===== src/rtl/imem_boot_loader_if.sv =====
// imem_boot_loader_if: serial byte handshake plus instruction-memory write port of the boot loader
interface imem_boot_loader_if #(parameter int ADDR_WIDTH = 8);
  logic [7:0] rx_data;
  logic rx_valid;
  logic rx_ready;
  logic imem_we;
  logic [ADDR_WIDTH-1:0] imem_addr;
  logic [31:0] imem_wdata;
  modport master (output rx_data, rx_valid, input rx_ready, imem_we, imem_addr, imem_wdata);
  modport slave (input rx_data, rx_valid, output rx_ready, imem_we, imem_addr, imem_wdata);
endinterface


===== src/rtl/imem_boot_loader.sv =====
// imem_boot_loader: assembles a length-prefixed, XOR-checked byte stream into imem words, then releases the core
module imem_boot_loader #(parameter int ADDR_WIDTH = 8) (
  input logic clk,
  input logic reset,
  input logic reload,
  imem_boot_loader_if.slave bus,
  output logic core_run,
  output logic load_err,
  output logic [15:0] words_loaded
);
  typedef enum logic [2:0] {HDR0, HDR1, PAYLOAD, CSUM, DONE, ERROR} state_t;
  localparam logic [16:0] CAP = 17'd1 << ADDR_WIDTH;
  state_t state;
  logic [7:0] len_lo;
  logic [7:0] csum;
  logic [15:0] n;
  logic [1:0] lane;
  logic [23:0] word;
  logic take;
  logic [15:0] len;
  assign take = bus.rx_valid & bus.rx_ready;
  assign len = {bus.rx_data, len_lo};
  // rx_ready is a register cleared by reset, so it rises on the first edge after release
  always_ff @(posedge clk or negedge reset)
    if (!reset) begin
      state <= HDR0;
      len_lo <= '0;
      csum <= '0;
      n <= '0;
      lane <= '0;
      word <= '0;
      bus.rx_ready <= 1'b0;
      bus.imem_we <= 1'b0;
      bus.imem_addr <= '0;
      bus.imem_wdata <= '0;
      core_run <= 1'b0;
      load_err <= 1'b0;
      words_loaded <= '0;
    end else begin
      bus.imem_we <= 1'b0;
      bus.rx_ready <= 1'b1;
      case (state)
        HDR0: if (take) begin
          len_lo <= bus.rx_data;
          state <= HDR1;
        end
        HDR1: if (take) begin
          n <= len;
          if ({1'b0, len} > CAP) begin
            state <= ERROR;
            load_err <= 1'b1;
            bus.rx_ready <= 1'b0;
          end else state <= (len == 16'd0) ? CSUM : PAYLOAD;
        end
        PAYLOAD: if (take) begin
          csum <= csum ^ bus.rx_data;
          lane <= lane + 2'd1;
          word <= {bus.rx_data, word[23:8]};
          if (lane == 2'd3) begin
            bus.imem_we <= 1'b1;
            bus.imem_addr <= words_loaded[ADDR_WIDTH-1:0];
            bus.imem_wdata <= {bus.rx_data, word};
            words_loaded <= words_loaded + 16'd1;
            if (words_loaded + 16'd1 == n) state <= CSUM;
          end
        end
        CSUM: if (take) begin
          bus.rx_ready <= 1'b0;
          if (bus.rx_data == csum) begin
            state <= DONE;
            core_run <= 1'b1;
          end else begin
            state <= ERROR;
            load_err <= 1'b1;
          end
        end
        default: if (reload) begin
          state <= HDR0;
          core_run <= 1'b0;
          load_err <= 1'b0;
          words_loaded <= '0;
          csum <= '0;
          lane <= '0;
          word <= '0;
        end else bus.rx_ready <= 1'b0;
      endcase
    end
endmodule


===== src/flat_wrapper.sv =====
// flat-port wrapper written by rule: the top's interface ports become plain ports
module imem_boot_loader_flat 
#(parameter int ADDR_WIDTH = 8)
  (clk, reset, reload, core_run, load_err, words_loaded, bus_rx_data, bus_rx_valid, bus_rx_ready, bus_imem_we, bus_imem_addr, bus_imem_wdata);
  imem_boot_loader_if #(.ADDR_WIDTH(ADDR_WIDTH)) bus_i ();
  input logic clk;
  input logic reset;
  input logic reload;
  output logic core_run;
  output logic load_err;
  output logic [15:0] words_loaded;
  input wire logic [$bits(bus_i.rx_data)-1:0] bus_rx_data;
  input wire logic [$bits(bus_i.rx_valid)-1:0] bus_rx_valid;
  output wire logic [$bits(bus_i.rx_ready)-1:0] bus_rx_ready;
  output wire logic [$bits(bus_i.imem_we)-1:0] bus_imem_we;
  output wire logic [$bits(bus_i.imem_addr)-1:0] bus_imem_addr;
  output wire logic [$bits(bus_i.imem_wdata)-1:0] bus_imem_wdata;
  assign bus_i.rx_data = bus_rx_data;
  assign bus_i.rx_valid = bus_rx_valid;
  assign bus_rx_ready = bus_i.rx_ready;
  assign bus_imem_we = bus_i.imem_we;
  assign bus_imem_addr = bus_i.imem_addr;
  assign bus_imem_wdata = bus_i.imem_wdata;
  imem_boot_loader #(.ADDR_WIDTH(ADDR_WIDTH)) u_core (.clk(clk), .reset(reset), .reload(reload), .bus(bus_i), .core_run(core_run), .load_err(load_err), .words_loaded(words_loaded));
endmodule

===== config.mk =====
export PLATFORM = sky130hd
export DESIGN_NAME = imem_boot_loader_flat
export DESIGN_NICKNAME = d
export VERILOG_FILES = /design/src/rtl/imem_boot_loader_if.sv /design/src/rtl/imem_boot_loader.sv /design/src/flat_wrapper.sv
export SDC_FILE = /design/constraint.sdc
export NUM_CORES = 1
export LEC_CHECK = 0
export CAP_MARGIN = 30
export CORE_UTILIZATION = 50
export DETAILED_ROUTE_END_ITERATION = 7
export DONT_BUFFER_PORTS = 1
export PLACE_DENSITY_LB_ADDON = 0.05
export SYNTH_ARGS = -nofsm -noshare
export SYNTH_HDL_FRONTEND = slang
export SYNTH_SLANG_ARGS = --single-unit

===== constraint.sdc =====
create_clock -name clk -period 2.5 [get_ports clk]
set_input_delay 0.5 -clock clk [delete_from_list [all_inputs] [get_ports clk]]
set_output_delay 0.5 -clock clk [all_outputs]
set_load 0.01 [all_outputs]

# Word-level counts from Yosys, hierarchy flattened
# Index checks and enable logic that the tools add are counted.
# word_totals
word_cells,94
reg_bits,121
inputBits,12
out_inout_bits,60
# classes
mux,41
n_reduce_logical,17
order_cmp,1
n_addsub,2
eq_ne,15
n_bitwise,5
# op_table
cell,count
16-bit two-way mux,3
24-bit two-way mux,2
24-bit one-hot mux with 2 select lines,1
16-bit one-hot mux with 2 select lines,1
3-bit two-way mux,8
"16-bit by 1-bit adder with 16-bit output, second input constant",1
16-bit == test,1
"16-bit by 9-bit greater-than comparator with 1-bit output, second input constant",1
16-bit zero test,1
1-bit two-way mux,16
8-bit two-way mux,2
"2-bit by 1-bit != test with 1-bit output, second input constant",8
8-bit one-hot mux with 2 select lines,1
3-bit one-hot mux with 4 select lines,1
8-bit == test,1
4-bit AND reduction,2
8-bit XOR,1
7-bit AND reduction,1
"3-bit by 2-bit == test with 1-bit output, second input constant",2
1-bit one-hot mux with 3 select lines,2
3-bit AND reduction,2
6-bit AND reduction,1
3-bit OR reduction,2
5-bit nonzero test,1
other kinds (14),19

# Longest topological paths before layout
# logic_depth
word_depth,6
mapped_depth,8
mapped_depth_nobuf,7

# Worst setup path after synthesis
# Ideal clock, no wire load.
# synth_path
path_kind,reg2reg
startpoint,reg u_core.words_loaded[0]
endpoint,reg u_core.state[0]
period_less_slack_ns,2.192
path_slack_ns,0.308
path_buffers,1
required_time_ns,2.427
setup_time_ns,0.073
arrival_ns,2.119
stages_incl_launch_ff,9
path_cell_list,dfrtp_1 > ha_1 > buf_2 > nand4b_1 > a2111oi_2 > nand4b_1 > nor4_4 > o2111ai_2 > a21oi_2
# synth_between
elab_chain_len,4
# synth_rtl
item,line,rtl
start: declaration,imem_boot_loader.sv:9,output logic [15:0] words_loaded
start signal: assignment,imem_boot_loader.sv:63,words_loaded <= words_loaded + 16'd1;
16-bit by 1-bit adder with 16-bit output,imem_boot_loader.sv:64,if (words_loaded + 16'd1 == n) state <= CSUM;
16-bit == test,imem_boot_loader.sv:64,
2-bit by 1-bit != test with 1-bit output (no line),-,
7-bit AND reduction (no line),-,
end signal: assignment,imem_boot_loader.sv:53,end else state <= (len == 16'd0) ? CSUM : PAYLOAD;
end: declaration,imem_boot_loader.sv:13,state_t state;
# No other way between the ends.
# A chain may end at the register's enable or synchronous reset.

# Worst setup path after layout
# layout_path
startpoint,reg u_core.words_loaded[2]
endpoint,reg u_core.state[0]
# Same word-level chain as after synthesis.

==> results.sh <==
export IMPL_relSlewSlack=0.432
export IMPL_synthTopCellsByArea="dfrtp_1, nand2_1, o21ai_0, mux2_1, xnor2_1"
export IMPL_grt_start_max_net_pins=122
export IMPL_p_seq_frac=0.445
export IMPL_synthCells=587
export IMPL_rsz0062_at_grt="false"
export IMPL_ys_top_cells_by_count="nand2_1, dfrtp_1, o21ai_0"
export IMPL_grt_pass1_vias=4018
export IMPL_cts_resized=0
export IMPL_tightest_slew_ns=0.851
export IMPL_p_clk_frac=0.418
export IMPL_portBuffers=0
export IMPL_power_leakage_nw=2.94
export IMPL_synth_top_flop_cell="dfrtp_1"
export IMPL_wl_um=13200
export IMPL_p_per_area_mw_per_mm2=862
export IMPL_ios=72
export IMPL_rr_startpoint="u_core.words_loaded[2]$_DFFE_PN0P_"
export IMPL_synth_edf_count=0
export IMPL_drv_cap=0
export IMPL_diodes=0
export IMPL_wl_met1_um=6460
export IMPL_postRouteAntennaNets=0
export IMPL_top_layer="met4"
export IMPL_finalNetCount=599
export IMPL_gr_total_overflow=0
export IMPL_violations="hold timing"
export IMPL_drive_gt1_frac=0.114
export IMPL_p_sw_mw=1.48
export IMPL_die_h_um=108
export IMPL_period_share=0.912
export IMPL_fp_row_count=38
export IMPL_dp_cells=706
export IMPL_synth_cell_types=61
export IMPL_syn_area_per_cell_sq_um=9.57
export IMPL_pwr_share_comb=0.137
export IMPL_drc=0
export IMPL_drt_iter0_markers=330
export IMPL_start_kind="register"
export IMPL_synth_nets=601
export IMPL_fmax_ghz=0.439
export IMPL_grt_pass1_wl_um=21600
export IMPL_num_vias=4202
export IMPL_cp_arrival_ns=2.74
export IMPL_fillers=965
export IMPL_fin_tns_setup_ns=0
export IMPL_finalNonFillerCells=738
export IMPL_setup_violations=0
export IMPL_drtPass1Iterations=5
export IMPL_outcome="complete, but fails checks"
export IMPL_crit_start="u_core.words_loaded[2]$_DFFE_PN0P_"
export IMPL_worstSetupEndpointType="register"
export IMPL_htreeDepth=4
export IMPL_finClkSkew_ns=0.00773
export IMPL_vias_per_cell=5.69
export IMPL_antenna_found_initial=0
export IMPL_die_w_um=108
export IMPL_cp_max_fo=13
export IMPL_synth_area_sq_mm=0.00562
export IMPL_slew_viol_final=0
export IMPL_clock_latency_ns=0.53
export IMPL_hold_violations=121
export IMPL_area_growth_pct=12.8
export IMPL_timing_hold_ws_ns=-0.332
export IMPL_p_int_mw=3.98
export IMPL_worstPathRequired_ns=2.96
export IMPL_root_buffer="clkbuf_8"
export IMPL_timing_final_crit_period_ns=2.28
export IMPL_synth_top_cell_area_share=0.539
export IMPL_cts_sinks=121
export IMPL_clk_pin_slew_ns=0.06
export IMPL_wl_met2_um=5580
export IMPL_sw_frac_of_total=0.271
export IMPL_peakVddDrop_v=0.000563
export IMPL_met3WireLength_um=955
export IMPL_ys_ff_latch=121
export IMPL_synth_top_area_cell="dfrtp_1"
export IMPL_crit_type="register to register"
export IMPL_yosysMostFrequentCell="nand2_1"
export IMPL_ys_warn_count=0
export IMPL_utilization=0.582
export IMPL_wl_per_cell_um=17.9
export IMPL_clk_path_buf_depth=2
export IMPL_place_congestion=0.854
export IMPL_core_area_sq_mm=0.0109
export IMPL_cts_buffers=17
export IMPL_hp_class="input port to asynchronous set/reset pin"
export IMPL_synthArstFlopShare=1.00
export IMPL_grt_usage=0.250
export IMPL_hpwlAfterDp_um=8920
export IMPL_die_area_sq_mm=0.0117
export IMPL_cts_tree="yes"
export IMPL_initial_core_util=0.516
export IMPL_yosysSeqAreaShare=0.539
## per-stage QoR
stage | power [mW] | setup WS (ns) | instance area, sq um | hold slack [ns]
2_1_floorplan | 2.99 | 0.308 | 5620 | 0.204
3_3_place_gp | 3.19 | 0.285 | 5760 | 0.207
3_5_place_dp | 3.21 | 0.238 | 5760 | 0.207
4_1_cts | 5.52 | 0.223 | 6340 | -0.364
5_1_grt | 5.71 | 0.0237 | 6340 | -0.359
6_report | 5.46 | 0.221 | 6340 | -0.332
## placed cells by master (no fill, tap or decap), drive strengths merged, types with 7 or more instances in the layout
| cell | synthesis | layout |
|---|---|---|
| nor2 | 27 | 27 |
| xnor2 | 16 | 16 |
| buf | 20 | 14 |
| inv | 9 | 10 |
| nand2 | 180 | 180 |
| dfrtp | 121 | 121 |
| nor4 | 9 | 9 |
| mux2 | 22 | 22 |
| clkbuf | 15 | 25 |
| o31ai | 7 | 7 |
| xor2 | 8 | 8 |
| o21ai | 61 | 61 |
| nand3 | 11 | 11 |
## cells by family (layout without fill, tap and decap cells)
kind of cell,count (synthesis),count (layout),synth area share
simple gates,265,265,0.218
flops,121,121,0.539
compound gates,108,108,0.121
buf+inv,44,55,0.0345
xor+xnor,24,24,0.0374
mux,23,23,0.0459
fa+ha+maj,2,2,0.00445
## final timing paths
check,endpoint,slack [ns],depth (start not counted)
max in group asynchronous,u_core.word[16]$_DFFE_PN0P_,2.58,0
min,u_core.words_loaded[11]$_DFFE_PN0P_,-0.33,0
max reg2reg,u_core.state[0]$_DFFE_PN0P_,0.22,6
min in group clk,u_core.bus.imem_wdata[29]$_DFFE_PN0P_,0.08,2
min reg2reg,u_core.bus.imem_wdata[3]$_DFFE_PN0P_,0.47,2
max,u_core.state[0]$_DFFE_PN0P_,0.22,6
## layout make-up
cell class | instances | area [sq um] | share of cell area
inverters | 9 | 33.8 | 0.00533
repair buffers | 14 | 130 | 0.0205
multi-input cells | 422 | 2400 | 0.378
clock inverters | 7 | 57.6 | 0.00908
well taps | 140 | 175 | 0.0276
clock buffers | 25 | 514 | 0.0812
flip-flops and latches | 121 | 3030 | 0.478
## repair_timing
item                       in CTS  in global routing
setup buffers                   0                  0
hold endpoints to repair      121                121
setup endpoints to repair       0                  0
## registers in the layout, summed over array words and instances (netlist names), 2 cells and up
signal and count:
u_core.csum 8, u_core.word 24, u_core.bus.imem_addr 8, u_core.lane 2, u_core.bus.imem_wdata 32, u_core.state 3
u_core.n 16, u_core.len_lo 8, u_core.words_loaded 16
## worst max-delay path, stage by stage, from the launching register on
cell and delay (ns):
dfrtp_1 0.70, nand4_4 0.20, o31a_1 0.35, or4b_1 0.52, o211ai_2 0.10, o2111ai_2 0.17, a21oi_2 0.16
## power groups by stage
stage / combinational [mW] / sequential [mW] / clock, mW
6_report: 0.750 / 2.43 / 2.28
5_1_grt: 0.831 / 2.46 / 2.43
4_1_cts: 0.755 / 2.43 / 2.33
3_5_place_dp: 0.750 / 2.46 / 0
3_3_place_gp: 0.735 / 2.45 / 0
2_1_floorplan: 0.630 / 2.36 / 0
## routing by layer
| layer | vias to the layer above | track usage |
|---|---|---|
| met5 | - | 0 |
| met4 | 0 | 0.103 |
| met3 | 17 | 0.0735 |
| met2 | 143 | 0.350 |
| met1 | 2032 | 0.360 |
| li1 | 2010 | - |
Note: power is estimated with default switching activity, not from simulation.
